===== src/rtl/imm_pkg.sv =====
// Shared types for the decode-stage immediate generator: the format-select encoding
// and the raw instruction width.
package imm_pkg;

   localparam int INSTR_WIDTH = 32;

   typedef enum logic [2:0] {
      IMM_I       = 3'b000,
      IMM_S       = 3'b001,
      IMM_B       = 3'b010,
      IMM_U       = 3'b011,
      IMM_J       = 3'b100,
      IMM_SHAMT   = 3'b101,
      IMM_ZIMM    = 3'b110,
      IMM_ILLEGAL = 3'b111
   } imm_src_e;

   // shamt, zimm and the illegal encoding never inherit Instr[31] above bit 31
   function automatic logic is_zero_ext(input imm_src_e src);
      return src inside {IMM_SHAMT, IMM_ZIMM, IMM_ILLEGAL};
   endfunction

endpackage


===== src/rtl/imm_gen_pipe_if.sv =====
// Decode-to-execute immediate bus: input handshake with instruction and tag, output
// handshake with the extended immediate. The generator is the slave.
interface imm_gen_pipe_if
   import imm_pkg::*;
#(
   parameter int DATA_WIDTH    = 32,
   parameter int IMM_SRC_WIDTH = 3,
   parameter int TAG_WIDTH     = 32
) ();

   logic                     InValid;
   logic                     InReady;
   logic [INSTR_WIDTH-1:0]   Instr;
   logic [IMM_SRC_WIDTH-1:0] ImmSrc;
   logic [TAG_WIDTH-1:0]     InTag;

   logic                     OutValid;
   logic                     OutReady;
   logic [DATA_WIDTH-1:0]    ImmOp;
   logic [TAG_WIDTH-1:0]     OutTag;
   logic                     IllegalImm;

   modport master (
      output InValid, Instr, ImmSrc, InTag, OutReady,
      input  InReady, OutValid, ImmOp, OutTag, IllegalImm
   );

   modport slave (
      input  InValid, Instr, ImmSrc, InTag, OutReady,
      output InReady, OutValid, ImmOp, OutTag, IllegalImm
   );

endinterface


===== src/rtl/imm_decode.sv =====
// Combinational immediate extraction for all RV32I/RV64I formats plus shamt and zimm,
// extended to DATA_WIDTH.
module imm_decode
   import imm_pkg::*;
#(
   parameter int DATA_WIDTH = 32
) (
   input  logic [INSTR_WIDTH-1:0] Instr_i,
   input  imm_src_e               ImmSrc_i,
   output logic [DATA_WIDTH-1:0]  ImmOp_o,
   output logic                   IllegalImm_o
);

   logic [31:0] imm32;
   logic        unusedOpcode;

   assign unusedOpcode = ^Instr_i[6:0];

   // Build the low 32 bits first, then widen by sign or zero fill
   always_comb begin
      imm32        = '0;
      IllegalImm_o = 1'b0;
      case (ImmSrc_i)
         IMM_I:       imm32 = {{20{Instr_i[31]}}, Instr_i[31:20]};
         IMM_S:       imm32 = {{20{Instr_i[31]}}, Instr_i[31:25], Instr_i[11:7]};
         IMM_B:       imm32 = {{20{Instr_i[31]}}, Instr_i[7], Instr_i[30:25],
                               Instr_i[11:8], 1'b0};
         IMM_U:       imm32 = {Instr_i[31:12], 12'b0};
         IMM_J:       imm32 = {{12{Instr_i[31]}}, Instr_i[19:12], Instr_i[20],
                               Instr_i[30:21], 1'b0};
         IMM_SHAMT: begin
            imm32 = {26'b0, Instr_i[25:20]};
            if (DATA_WIDTH == 32) begin
               imm32[5] = 1'b0;
            end
         end
         IMM_ZIMM:    imm32 = {27'b0, Instr_i[19:15]};
         IMM_ILLEGAL: IllegalImm_o = 1'b1;
         default:     IllegalImm_o = 1'b1;
      endcase

      ImmOp_o        = is_zero_ext(ImmSrc_i) ? '0 : {DATA_WIDTH{imm32[31]}};
      ImmOp_o[31:0]  = imm32;
   end

endmodule


===== src/rtl/imm_gen_pipe.sv =====
// Pipelined immediate generator: decodes on input transfer and holds results in an
// output register backed by a one-entry skid register for execute-side backpressure.
module imm_gen_pipe
   import imm_pkg::*;
#(
   parameter int DATA_WIDTH    = 32,
   parameter int IMM_SRC_WIDTH = 3,
   parameter int TAG_WIDTH     = 32
) (
   input logic           clk,
   input logic           rst_n,
   input logic           Flush,
   imm_gen_pipe_if.slave bus
);

   logic [IMM_SRC_WIDTH-1:0] immSrc;
   logic [DATA_WIDTH-1:0]    decImm;
   logic                     decIllegal;

   logic                     orValid_q, orValid_d;
   logic                     srValid_q, srValid_d;
   logic                     inReady_q;
   logic [DATA_WIDTH-1:0]    orImm_q, srImm_q;
   logic [TAG_WIDTH-1:0]     orTag_q, srTag_q;
   logic                     orIllegal_q, srIllegal_q;

   logic                     inXfer, outXfer, orLoadIn, srLoad, srToOr;

   assign immSrc = bus.ImmSrc;

   imm_decode #(
      .DATA_WIDTH (DATA_WIDTH)
   ) u_decode (
      .Instr_i      (bus.Instr),
      .ImmSrc_i     (imm_src_e'(immSrc)),
      .ImmOp_o      (decImm),
      .IllegalImm_o (decIllegal)
   );

   // Flush suppresses every load; SR is only ever valid while OR is valid
   always_comb begin
      inXfer    = bus.InValid & inReady_q;
      outXfer   = orValid_q & bus.OutReady;
      srToOr    = srValid_q & bus.OutReady & ~Flush;
      orLoadIn  = inXfer & (~orValid_q | bus.OutReady) & ~Flush;
      srLoad    = inXfer & orValid_q & ~bus.OutReady & ~Flush;

      orValid_d = orValid_q;
      srValid_d = srValid_q;
      if (Flush) begin
         orValid_d = 1'b0;
         srValid_d = 1'b0;
      end else begin
         if (srToOr || orLoadIn) begin
            orValid_d = 1'b1;
         end else if (outXfer) begin
            orValid_d = 1'b0;
         end
         if (srToOr) begin
            srValid_d = 1'b0;
         end else if (srLoad) begin
            srValid_d = 1'b1;
         end
      end
   end

   always_ff @(posedge clk or negedge rst_n) begin
      if (!rst_n) begin
         orValid_q <= 1'b0;
         srValid_q <= 1'b0;
         inReady_q <= 1'b1;
      end else begin
         orValid_q <= orValid_d;
         srValid_q <= srValid_d;
         inReady_q <= ~srValid_d;
      end
   end

   // Reset to zero so the output bus reads clean straight out of reset
   always_ff @(posedge clk or negedge rst_n) begin
      if (!rst_n) begin
         orImm_q     <= '0;
         orTag_q     <= '0;
         orIllegal_q <= 1'b0;
      end else if (srToOr) begin
         orImm_q     <= srImm_q;
         orTag_q     <= srTag_q;
         orIllegal_q <= srIllegal_q;
      end else if (orLoadIn) begin
         orImm_q     <= decImm;
         orTag_q     <= bus.InTag;
         orIllegal_q <= decIllegal;
      end
   end

   always_ff @(posedge clk or negedge rst_n) begin
      if (!rst_n) begin
         srImm_q     <= '0;
         srTag_q     <= '0;
         srIllegal_q <= 1'b0;
      end else if (srLoad) begin
         srImm_q     <= decImm;
         srTag_q     <= bus.InTag;
         srIllegal_q <= decIllegal;
      end
   end

   assign bus.InReady    = inReady_q;
   assign bus.OutValid   = orValid_q;
   assign bus.ImmOp      = orImm_q;
   assign bus.OutTag     = orTag_q;
   assign bus.IllegalImm = orIllegal_q;

endmodule


===== src/flat_wrapper.sv =====
// flat-port wrapper written by rule: the top's interface ports become plain ports
module imm_gen_pipe_flat import imm_pkg::*;
#(
   parameter int DATA_WIDTH    = 32,
   parameter int IMM_SRC_WIDTH = 3,
   parameter int TAG_WIDTH     = 32
)
  (clk, rst_n, Flush, bus_InValid, bus_Instr, bus_ImmSrc, bus_InTag, bus_OutReady, bus_InReady, bus_OutValid, bus_ImmOp, bus_OutTag, bus_IllegalImm);
  imm_gen_pipe_if #(.DATA_WIDTH(DATA_WIDTH), .IMM_SRC_WIDTH(IMM_SRC_WIDTH), .TAG_WIDTH(TAG_WIDTH)) bus_i ();
  input logic clk;
  input logic rst_n;
  input logic Flush;
  input wire logic [$bits(bus_i.InValid)-1:0] bus_InValid;
  input wire logic [$bits(bus_i.Instr)-1:0] bus_Instr;
  input wire logic [$bits(bus_i.ImmSrc)-1:0] bus_ImmSrc;
  input wire logic [$bits(bus_i.InTag)-1:0] bus_InTag;
  input wire logic [$bits(bus_i.OutReady)-1:0] bus_OutReady;
  output wire logic [$bits(bus_i.InReady)-1:0] bus_InReady;
  output wire logic [$bits(bus_i.OutValid)-1:0] bus_OutValid;
  output wire logic [$bits(bus_i.ImmOp)-1:0] bus_ImmOp;
  output wire logic [$bits(bus_i.OutTag)-1:0] bus_OutTag;
  output wire logic [$bits(bus_i.IllegalImm)-1:0] bus_IllegalImm;
  assign bus_i.InValid = bus_InValid;
  assign bus_i.Instr = bus_Instr;
  assign bus_i.ImmSrc = bus_ImmSrc;
  assign bus_i.InTag = bus_InTag;
  assign bus_i.OutReady = bus_OutReady;
  assign bus_InReady = bus_i.InReady;
  assign bus_OutValid = bus_i.OutValid;
  assign bus_ImmOp = bus_i.ImmOp;
  assign bus_OutTag = bus_i.OutTag;
  assign bus_IllegalImm = bus_i.IllegalImm;
  imm_gen_pipe #(.DATA_WIDTH(DATA_WIDTH), .IMM_SRC_WIDTH(IMM_SRC_WIDTH), .TAG_WIDTH(TAG_WIDTH)) u_core (.clk(clk), .rst_n(rst_n), .Flush(Flush), .bus(bus_i));
endmodule

===== config.mk =====
export PLATFORM = sky130hd
export DESIGN_NAME = imm_gen_pipe_flat
export DESIGN_NICKNAME = d
export VERILOG_FILES = /design/src/rtl/imm_pkg.sv /design/src/rtl/imm_gen_pipe_if.sv /design/src/rtl/imm_decode.sv /design/src/rtl/imm_gen_pipe.sv /design/src/flat_wrapper.sv
export SDC_FILE = /design/constraint.sdc
export NUM_CORES = 1
export LEC_CHECK = 0
export ABC_AREA = 0
export BUFFER_PORTS_ARGS = -buffer_cell sky130_fd_sc_hd__buf_2
export CELL_PAD_IN_SITES_DETAIL_PLACEMENT = 0
export CELL_PAD_IN_SITES_GLOBAL_PLACEMENT = 1
export CORE_MARGIN = 2
export CORE_UTILIZATION = 40
export CTS_BUF_LIST = sky130_fd_sc_hd__clkbuf_16
export CTS_CLUSTER_SIZE = 10
export DETAILED_ROUTE_END_ITERATION = 16
export PLACE_DENSITY_LB_ADDON = 0.1
export RECOVER_POWER = 50
export SETUP_SLACK_MARGIN = 0.02
export SLEW_MARGIN = 20
export SYNTH_ARGS = -nofsm -noshare
export SYNTH_HDL_FRONTEND = slang
export SYNTH_SLANG_ARGS = --single-unit

===== constraint.sdc =====
create_clock -name clk -period 2.1 [get_ports clk]
set_clock_uncertainty 0.15 [all_clocks]
set_input_delay 0 -clock clk [delete_from_list [all_inputs] [get_ports clk]]
set_output_delay 0 -clock clk [all_outputs]
set_load 0.05 [all_outputs]

==> results of run 1 <==
## power breakdown
| part | switching, mW | total [mW] | internal [mW] |
|---|---|---|---|
| sequential | 0.340 | 3.50 | 3.16 |
| combinational | 1.51 | 2.22 | 0.704 |
| clock | 1.10 | 3.07 | 1.97 |
| total | 2.96 | 8.79 | 5.83 |
## per-stage QoR
step	std cells	worst slack, ps	utilization, %	total power, mW
final	959	80.6	55.5	8.79
after CTS	959	88.1	56.2	8.93
after global routing	959	23.0	55.5	9.24
after floorplan	564	34.4	-	5.07
after global placement	862	126	47.5	5.66
after detailed placement	862	99.3	47.5	5.74
## cells in the final DEF (no fill, tap or decap), types with 5 or more instances in the layout
cell,synthesis,routed
a211oi_1,13,13
a21oi_1,34,34
a221o_1,7,7
a22o_1,6,6
and2_1,8,8
buf_2,15,63
buf_4,0,19
clkbuf_1,22,68
clkbuf_16,0,17
clkinvlp_4,0,5
dfrtp_1,132,131
dlygate4sd3_1,0,65
mux2_2,33,33
nand2_1,62,61
nand3b_1,6,6
nor2_1,101,100
o21ai_0,10,10
o21ai_1,8,8
o22ai_1,6,6
o22ai_2,27,27
o31ai_1,35,35
## cells by family after synthesis
group	after synthesis	synth area share, %
AND/OR/NAND/NOR	195	14.2
AO/OA/AOI/OAI	154	19.9
flip-flops	133	55.3
multiplexers	37	6.84
adder cells (fa/ha/maj)	1	0.187
buffers and inverters	44	3.55
## state kept, by name, summed over array words and instances, names as in the netlist, 32 cells and up
| register | count |
|---|---|
| u_core.srImm_q | 32 |
| u_core.bus.ImmOp | 32 |
| u_core.bus.OutTag | 32 |
| u_core.srTag_q | 32 |
## path summary, 6_finish.rpt
kind                                                  start                                to  slack, ps  cells after the start
setup / recovery               u_core.bus.InReady$_DFF_PN1_  u_core.bus.OutTag[0]$_DFFE_PN0P_         80                      5
hold / removal                                bus_ImmSrc[0]     u_core.srImm_q[4]$_DFFE_PN0P_         20                      5
setup reg to reg               u_core.bus.InReady$_DFF_PN1_  u_core.bus.OutTag[0]$_DFFE_PN0P_         80                      5
hold reg to reg            u_core.bus.ImmOp[17]$_DFFE_PN0P_  u_core.bus.ImmOp[17]$_DFFE_PN0P_        330                      2
max in group asynchronous                             rst_n   u_core.bus.OutValid$_DFFE_PN0P_        280                      4
min in group asynchronous                             rst_n    u_core.srImm_q[14]$_DFFE_PN0P_        480                      3
## worst reg2reg max path: cells and delay by family, from the launching register on
kind,cells,cell delay (ps)
AO/OA/AOI/OAI,1,180
AND/OR/NAND/NOR,3,750
flip-flops,1,590
buffers and inverters,1,220
## synthesized netlist by cell type, drive strengths merged (2+ instances only)
cell	instances	area (sq um)
a22o	6	52.6
nand2b	3	18.8
inv	2	7.51
a211oi	13	97.6
nor2	102	385
mux2	33	372
mux2i	4	40.0
dfrtp	132	3300
clkbuf	22	82.6
o21ai	18	90.1
nor3	4	20.0
and2	8	50.1
nor4b	2	32.5
nand3b	6	45.0
a21oi	34	170
o31ai	35	263
nor2b	2	12.5
a221o	7	70.1
nand2	62	233
buf	20	124
o22ai	33	375
a22oi	4	30.0
## layout make-up
type | instances | area (sq um) | share of cell area (%)
Inverter | 2 | 7.51 | 0.0924
Sequential cell | 133 | 3330 | 41.0
Clock inverter | 15 | 189 | 2.33
Tap cell | 184 | 230 | 2.83
Multi-Input combinational cell | 387 | 2490 | 30.7
Timing Repair Buffer | 221 | 1450 | 17.8
Clock buffer | 17 | 425 | 5.24
## repair_timing
action                                  4_1_cts  5_1_grt
endpoints found under the setup margin        0        2
gates resized for setup                       0        1
setup buffers                                 0        0
endpoints found under the hold margin       259        0
hold buffers                                 65        0
## routing by layer
layer  vias up  global-route usage, %  part of all wire (%)  wire length [microns]
met2       111                   34.6                    48                   7730
met3         8                   4.56                   4.1                    653
met4         0                   6.40                  0.73                    116
met1      2453                   27.8                    47                   7440
met5         -                      0                     0                      0
li1       2392                      -                     -                      -
==> metrics.md, run 1 <==
| Metric | Value |
|---|---|
| Outcome | `finished clean` |
| Die Span Y | `approximately 130 microns` |
| Antenna-violating nets left | `0` |
| Syn Std Cell Area | `0.00602 sq mm` |
| Synth Net Count | `636` |
| Async S/R FF share, synth | `100%` |
| Slowest cell on the critical path | `dfstp_2` |
| Die ar. | `around 0.016 sq mm` |
| DRC | `0` |
| Slew @ Worst Pin | `697 ps` |
| First-pass GRT wire length | `26.6 mm` |
| Vias per inst | `between 5 and 6` |
| Synth Flop Type | `dfrtp_1` |
| Synthesized flop and latch total | `133` |
| F_max | `0.495 GHz` |
| Clk pin slew, worst setup/hold paths | `60 ps` |
| Critical path arrival | `2160 ps` |
| Max Transition Viols Final | `0` |
| Startpoint Class | `flip-flop` |
| WS Path Type | `flip-flop to flip-flop` |
| Final setup vio count | `0` |
| Crit-path max cell delay | `590 ps` |
| DPL Wire Length | `just over 10 mm` |
| Tightest Hold Check Type | `input port to flip-flop` |
| Clock Path Buffers | `2` |
| DP Area | `0.00696 sq mm` |
| CP bufs+invs | `1` |
| Cell family with most CP delay | `simple AND/OR/NAND/NOR gates` |
| Final net count | `834` |
| Slew HR | `53.7%` |
| Synth-to-Final Area Change | `35.0%` |
| Layout cells sized above 1 | `24.3%` |
| Drt pass-1 iters | `4` |
| TritonCTS Buffers | `17` |
| Cell row count | `44` |
| P_leak | `roughly 3.5 nW` |
| Final Critical Period | `between 2000 and 2500 ps` |
| Synth Warn # | `0` |
| Max-cap viol count | `0` |
| Final Hold Vio Count | `0` |
| Crit-path max FO | `28` |
| Post-Route WL | `around 16 mm` |
| Setup TNS | `0 ps` |
| Largest net degree at the start of global routing | `between 40 and 50` |
| CTS root buf | `clkbuf_16` |
| Post-synth EDFFs | `0` |
| Die Wd | `127 microns` |
| DR iter-0 viols | `230` |
| Grt ovf | `0` |
| PortBufs | `about 130` |
| Final Hold Slack | `roughly 16 ps` |
| Vias in the first global route | `5,255` |
| Synth cell types | `40` |
| Core area | `0.0146 sq mm` |
| # H-tree levels | `4` |
| Post-route cell area | `0.00813 sq mm` |
| CP endpoint kind | `flip-flop` |
| Placer Congestion | `about 0.8` |
| Clock latency on the worst-skew pair | `400 ps` |
| Mapped Avg Cell Area | `10.7 sq um` |
| Initial antenna violation count | `0` |
| Seq/Total Area, Yosys | `55.3%` |
| CTS tree | `done` |
| Required @ worst endpoint | `2240 ps` |
| Worst-path cell chain | `nand2_4 > or4b_4 > buf_12 > o22ai_1 > nor2_1` |
| Final Cycle Share | `96.2%` |
| Power density cells | `~1100 mW/mm^2` |
| Number of I/O pins | `139` |
| Vias | `~5,000` |
| Starting density of the core | `41.1%` |
| Total global-route track usage | `20.9%` |
| RSZ-0062 raised after global routing | `false` |
| WL/cell | `16.6 microns` |
| # clock sinks | `133` |
| Post-Synthesis Cells | `~560` |
| Antenna cells | `0` |
| Fillers | `1,344` |
| VDD IR max | `0.000674 V` |
Note: power is estimated with default switching activity, not from simulation.
==> inputs of run 2 (changes only) <==
- HOLD_SLACK_MARGIN: not set -> 0.06
- SKIP_LAST_GASP: not set -> 1
==> metrics.md, run 2 (same netlist as run 1, synthesis figures left out) <==
| Metric | Value |
|---|---|
| Outcome | `finished clean` |
| Max Transition Viols Final | `0 (unchanged)` |
| Crit-path max FO | `28 (unchanged)` |
| CTS root buf | `clkbuf_16` |
| Total Power | `8.79 mW (about the same)` |
| Critical path arrival | `2160 ps (about the same)` |
| Sw Share | `33.7% (about the same)` |
| First-pass GRT wire length | `26.6 mm (unchanged)` |
| Synth-to-Final Area Change | `35.1%` |
| Grt ovf | `0 (unchanged)` |
| CP endpoint kind | `flip-flop` |
| Int Power | `5.83 mW (about the same)` |
| Die Wd | `127 microns (unchanged)` |
| Storage cell area | `0.00333 sq mm (unchanged)` |
| Non-Filler Instances | `960 (+0.10%)` |
| Combinational share of power | `25.2% (about the same)` |
| Reg power frac | `39.8% (about the same)` |
| # H-tree levels | `4 (unchanged)` |
| Clock Path Buffers | `2 (unchanged)` |
| Startpoint Class | `flip-flop` |
| Post CTS Setup Buffer Count | `0 (unchanged)` |
| Die ar. | `0.0160 sq mm (unchanged)` |
| TritonCTS Buffers | `17 (unchanged)` |
| Vias per inst | `5.21 (+0.74%)` |
| Final net count | `835 (+0.12%)` |
| Core area | `0.0146 sq mm (unchanged)` |
| Post-Route WL | `16.0 mm (+0.15%)` |
| DR iter-0 viols | `210 (-8.7%)` |
| Fillers | `1,343 (-0.074%)` |
| Vias | `5,006 (+0.85%)` |
| Vias in the first global route | `5,259 (+0.076%)` |
| VDD IR max | `0.000674 V (about the same)` |
| Placed Cells incl. Taps | `862 (unchanged)` |
| WL/cell | `16.6 microns (about the same)` |
| F_max | `0.496 GHz (about the same)` |
| Drt pass-1 iters | `4 (unchanged)` |
| Number of I/O pins | `139 (unchanged)` |
| Post-Place Setup Slack | `99.3 ps (unchanged)` |
| Power density cells | `1080 mW/mm^2 (about the same)` |
| PortBufs | `131 (unchanged)` |
| Final Core Density | `55.6% (+0.068 points)` |
| Slew @ Worst Pin | `698 ps (+0.402 ps)` |
| Total global-route track usage | `20.9% (about the same)` |
| Starting density of the core | `41.1% (unchanged)` |
| CTS tree | `done` |
| Initial antenna violation count | `0 (unchanged)` |
| Placer Congestion | `0.788 (unchanged)` |
| Die Span Y | `127 microns (unchanged)` |
| Max-cap viol count | `0 (unchanged)` |
| DP Area | `0.00696 sq mm (unchanged)` |
| Clock latency on the worst-skew pair | `400 ps (about the same)` |
| Antenna-violating nets left | `0 (unchanged)` |
| Setup TNS | `0 ps (unchanged)` |
| Final Hold Slack | `232 ps (+216 ps)` |
| Post-route cell area | `0.00814 sq mm (+0.12%)` |
| Slew HR | `53.7% (about the same)` |
| Layout cells sized above 1 | `24.2% (-0.031 points)` |
| Cell row count | `44 (unchanged)` |
| CP bufs+invs | `1 (unchanged)` |
| Crit-path max cell delay | `590 ps (about the same)` |
| Antenna cells | `0 (unchanged)` |
| Final Critical Period | `2020 ps (-1.37 ps)` |
| Most frequent cells in the layout | `dfrtp_1, nor2_1, clkbuf_1, dlygate4sd3_1, buf_2` |
| Worst-path cell chain | `nand2_4 > or4b_4 > buf_12 > o22ai_1 > nor2_1` |
| Required @ worst endpoint | `2240 ps (about the same)` |
| Slowest cell on the critical path | `dfstp_2` |
| Tightest Hold Check Type | `input port to flip-flop` |
| Clk network pwr share | `35.0% (about the same)` |
| WS Path Type | `flip-flop to flip-flop` |
| Multi-input gate area | `0.00249 sq mm (unchanged)` |
| Clk pin slew, worst setup/hold paths | `60 ps (about the same)` |
| RSZ-0062 raised after global routing | `false` |
| Cell family with most CP delay | `simple AND/OR/NAND/NOR gates` |
| # clock sinks | `133 (unchanged)` |
| Worst setup margin | `81.9 ps (+1.37 ps)` |
| Commonest non-fill, non-tap cell in the layout | `dfrtp_1` |
| P_leak | `3.53 nW (+0.19%)` |
| Final Hold Vio Count | `0 (unchanged)` |
| DPL Wire Length | `10.4 mm (unchanged)` |
| DRC | `0 (unchanged)` |
| Final setup vio count | `0 (unchanged)` |
| Largest net degree at the start of global routing | `48 (unchanged)` |
| Final Cycle Share | `96.1% (about the same)` |
| NetSw | `2.96 mW (+0.12%)` |
[run 2: changes by cell type in the layout (fill, tap and decap cells not counted)]
cell / change
dlygate4sd3_1: +1
[run 2: path summary, 6_finish.rpt]
path | start | to | slack (ps) | cells past startpoint
max | u_core.bus.InReady$_DFF_PN1_ | u_core.bus.OutTag[0]$_DFFE_PN0P_ | 80 | 5
min | bus_InTag[20] | u_core.srTag_q[20]$_DFFE_PN0P_ | 230 | 3
max reg2reg | u_core.bus.InReady$_DFF_PN1_ | u_core.bus.OutTag[0]$_DFFE_PN0P_ | 80 | 5
min reg2reg | u_core.bus.ImmOp[17]$_DFFE_PN0P_ | u_core.bus.ImmOp[17]$_DFFE_PN0P_ | 330 | 2
max in group asynchronous | rst_n | u_core.bus.OutValid$_DFFE_PN0P_ | 280 | 4
min in group asynchronous | rst_n | u_core.srImm_q[14]$_DFFE_PN0P_ | 480 | 3
[run 2: per-layer routing]
metal	GRT usage (%)	up-vias	wire length, microns	part of all wire [%]
met5	0	-	0	0
met4	6.40	0	180	1.1
met3	4.56	15	591	3.7
met2	34.6	105	7680	48
met1	27.8	2489	7510	47
li1	-	2397	-	-
[run 2: power groups by stage]
stage / Combinational (mW) / Sequential, mW / Clock [mW]
final: 2.22 / 3.50 / 3.08
after global routing: 2.40 / 3.57 / 3.26
after CTS: 2.31 / 3.49 / 3.13
after detailed placement: 2.21 / 3.53 / 0
after global placement: 2.17 / 3.49 / 0
after floorplan: 0.794 / 4.28 / 0
[run 2: worst reg2reg max path: cells and delay by family (launching register included)]
| family | cells | cell delay, ps |
|---|---|---|
| flops | 1 | 590 |
| compound gates | 1 | 180 |
| simple gates | 3 | 750 |
| buf+inv | 1 | 220 |
[run 2: layout make-up]
class                   instances  share of cell area [%]
clock inverters                15                    2.32
repair buffers                222                    17.9
multi-input cells             387                    30.7
flip-flops and latches        133                    40.9
inverters                       2                  0.0923
well taps                     184                    2.83
clock buffers                  17                    5.23
[run 2: timing repair]
action | CTS | global route
hold endpoints to repair | 263 | 0
hold buffers | 66 | 0
resized for setup | 0 | 1
endpoints found under the setup margin | 0 | 8
==> inputs of run 3 (changes only) <==
- PLACE_DENSITY: not set -> 0.81
- PLACE_DENSITY_LB_ADDON: 0.1 -> not set
==> metrics.md, run 3 (same netlist as run 1, synthesis figures left out) <==
| Metric | Value |
|---|---|
| Vias per inst | `5.26 (+0.83%)` |
| Reg-to-Reg Start | `u_core.bus.InReady$_DFF_PN1_` |
| WP depth | `5 (unchanged)` |
| Reg power frac | `38.2% (-1.6 points)` |
| Number of I/O pins | `139 (unchanged)` |
| Largest net degree at the start of global routing | `74 (+54%)` |
| Slew HR | `31.0% (-23 points)` |
| P_leak | `3.55 nW (+0.66%)` |
| Final Critical Period | `1980 ps (-33.3 ps)` |
| VDD IR max | `0.000645 V (-4.4%)` |
| DR iter-0 viols | `243 (+16%)` |
| Commonest non-fill, non-tap cell in the layout | `dfrtp_1` |
| Worst setup margin | `115 ps (+33.3 ps)` |
| Starting density of the core | `41.1% (unchanged)` |
| Post-Place Setup Slack | `135 ps (+35.9 ps)` |
| Layout cells sized above 1 | `23.8% (-0.42 points)` |
| # H-tree levels | `4 (unchanged)` |
| CTS root buf | `clkbuf_16` |
| Int Power | `6.19 mW (+6.2%)` |
| Initial antenna violation count | `0 (unchanged)` |
| RSZ-0062 raised after global routing | `false` |
| Core area | `0.0146 sq mm (unchanged)` |
| PortBufs | `131 (unchanged)` |
| Post CTS Setup Buffer Count | `0 (unchanged)` |
| Total Power | `9.17 mW (+4.3%)` |
| Antenna-violating nets left | `0 (unchanged)` |
| Setup TNS | `0 ps (unchanged)` |
| WL/cell | `16.3 microns (-1.8%)` |
| Required @ worst endpoint | `2260 ps (+20 ps)` |
| Grt ovf | `0 (unchanged)` |
| Final Hold Vio Count | `0 (unchanged)` |
| Max-cap viol count | `0 (unchanged)` |
| Final Hold Slack | `228 ps (-3.72 ps)` |
| R2R Setup Slk | `120 ps (+30 ps)` |
| Clock latency on the worst-skew pair | `420 ps (+20 ps)` |
| Total global-route track usage | `20.6% (-0.34 points)` |
| Tightest Hold Check Type | `input port to flip-flop` |
| Worst-path cell chain | `nand2_4 > or4b_4 > buf_12 > o22ai_1 > nor2_1` |
| Clk pin slew, worst setup/hold paths | `60 ps (about the same)` |
| First-pass GRT wire length | `26.1 mm (-1.7%)` |
| Critical path arrival | `2140 ps (-20 ps)` |
| Worst Setup SP | `u_core.bus.InReady$_DFF_PN1_` |
| WS Path Type | `flip-flop to flip-flop` |
| DRC | `0 (unchanged)` |
| Die ar. | `0.0160 sq mm (unchanged)` |
| CTS tree | `done` |
| F_max | `0.504 GHz (+1.7%)` |
| CP bufs+invs | `1 (unchanged)` |
| Die Wd | `127 microns (unchanged)` |
| Clk network pwr share | `37.7% (+2.7 points)` |
| Sw Share | `32.5% (-1.2 points)` |
| TritonCTS Buffers | `17 (unchanged)` |
| Worst R2R End | `u_core.bus.OutTag[0]$_DFFE_PN0P_` |
| Synth-to-Final Area Change | `35.8%` |
| Clock Path Buffers | `2 (unchanged)` |
| NetSw | `2.98 mW (+0.60%)` |
| Cell row count | `44 (unchanged)` |
| Cell family with most CP delay | `simple AND/OR/NAND/NOR gates` |
| Drt pass-1 iters | `4 (unchanged)` |
| CP endpoint kind | `flip-flop` |
| Worst setup path endpoint | `u_core.bus.OutTag[0]$_DFFE_PN0P_` |
| Outcome | `finished clean` |
| Crit-path max cell delay | `590 ps (about the same)` |
| Final setup vio count | `0 (unchanged)` |
| Fillers | `1,279 (-4.8%)` |
| Antenna cells | `0 (unchanged)` |
| Max Transition Viols Final | `0 (unchanged)` |
| R2R depth | `5 (unchanged)` |
| # clock sinks | `133 (unchanged)` |
| Post-Route WL | `15.6 mm (-2.1%)` |
| Slowest cell on the critical path | `dfstp_2` |
| Slew @ Worst Pin | `1040 ps (+337 ps)` |
| Die Span Y | `127 microns (unchanged)` |
| Startpoint Class | `flip-flop` |
| DPL Wire Length | `10.1 mm (-3.0%)` |
| Most frequent cells in the layout | `dfrtp_1, nor2_1, clkbuf_1, dlygate4sd3_1, buf_2` |
| Power density cells | `1120 mW/mm^2 (+3.8%)` |
| Final Cycle Share | `94.5% (-1.6 points)` |
| Crit-path max FO | `32 (+14%)` |
| Final net count | `832 (-0.36%)` |
| Final Core Density | `55.8% (+0.26 points)` |
| Combinational share of power | `24.2% (-1.0 points)` |
| Vias in the first global route | `5,152 (-2.0%)` |
| Vias | `5,032 (+0.52%)` |
| Placer Congestion | `0.784 (-0.41%)` |
[run 3: changes by cell type in the layout (fill, tap and decap cells not counted)]
cell	delta
bufinv_16	+3
buf_2	-1
buf_4	-3
clkinv_2	-1
inv_1	-1
clkbuf_2	+2
inv_6	+2
clkinv_1	+2
buf_6	-1
clkinv_4	-1
clkinvlp_4	-4
[run 3: worst min-delay path by stage]
stage / startpoint / to / depth (start not counted)
after floorplan: rst_n / u_core.bus.IllegalImm$_DFFE_PN0P_ / 0
after global placement: rst_n / u_core.srImm_q[19]$_DFFE_PN0P_ / 1
after detailed placement: rst_n / u_core.bus.ImmOp[23]$_DFFE_PN0P_ / 1
after CTS: bus_InTag[20] / u_core.srTag_q[20]$_DFFE_PN0P_ / 3
after global routing: bus_InTag[26] / u_core.srTag_q[26]$_DFFE_PN0P_ / 3
final: bus_InTag[16] / u_core.bus.OutTag[16]$_DFFE_PN0P_ / 4
[run 3: layer usage]
layer  GRT usage, %  share of wire, %
met5              0                 0
met4           7.76               2.1
met3           4.18               5.3
met2           33.8                48
met1           27.1                45
[run 3: metrics by stage]
stage	std cells	instance area, sq um
global route	957	8170
detailed placement	859	6930
global placement	859	6930
finish	957	8170
floorplan	564	6030
CTS	957	8270
[run 3: area by class of cell]
class | instances | area (sq um) | area share [%]
flip-flops and latches | 133 | 3330 | 40.7
multi-input cells | 387 | 2490 | 30.5
repair buffers | 219 | 1430 | 17.5
clock buffers | 17 | 425 | 5.20
clock inverters | 15 | 256 | 3.14
well taps | 184 | 230 | 2.82
inverters | 2 | 7.51 | 0.0918
[run 3: tightest hold or removal path, delay by kind of cell]
family | cells | cell delay (ps)
compound gates | 1 | 50
simple gates | 1 | 70
buf+inv | 2 | 630
[run 3: power by group through the flow]
stage          logic, mW  clock network, mW  registers (mW)
3_3_place_gp        2.16                  0            3.49
6_report            2.21               3.45            3.50
3_5_place_dp        2.21                  0            3.53
2_1_floorplan      0.794                  0            4.28
4_1_cts             2.30               3.52            3.49
5_1_grt             2.39               3.64            3.57
[run 3: repair_timing]
action / in CTS / in global routing
hold buffers: 66 / 0
gates resized for setup: 0 / 1
hold endpoints to repair: 263 / 0
endpoints found under the setup margin: 0 / 9
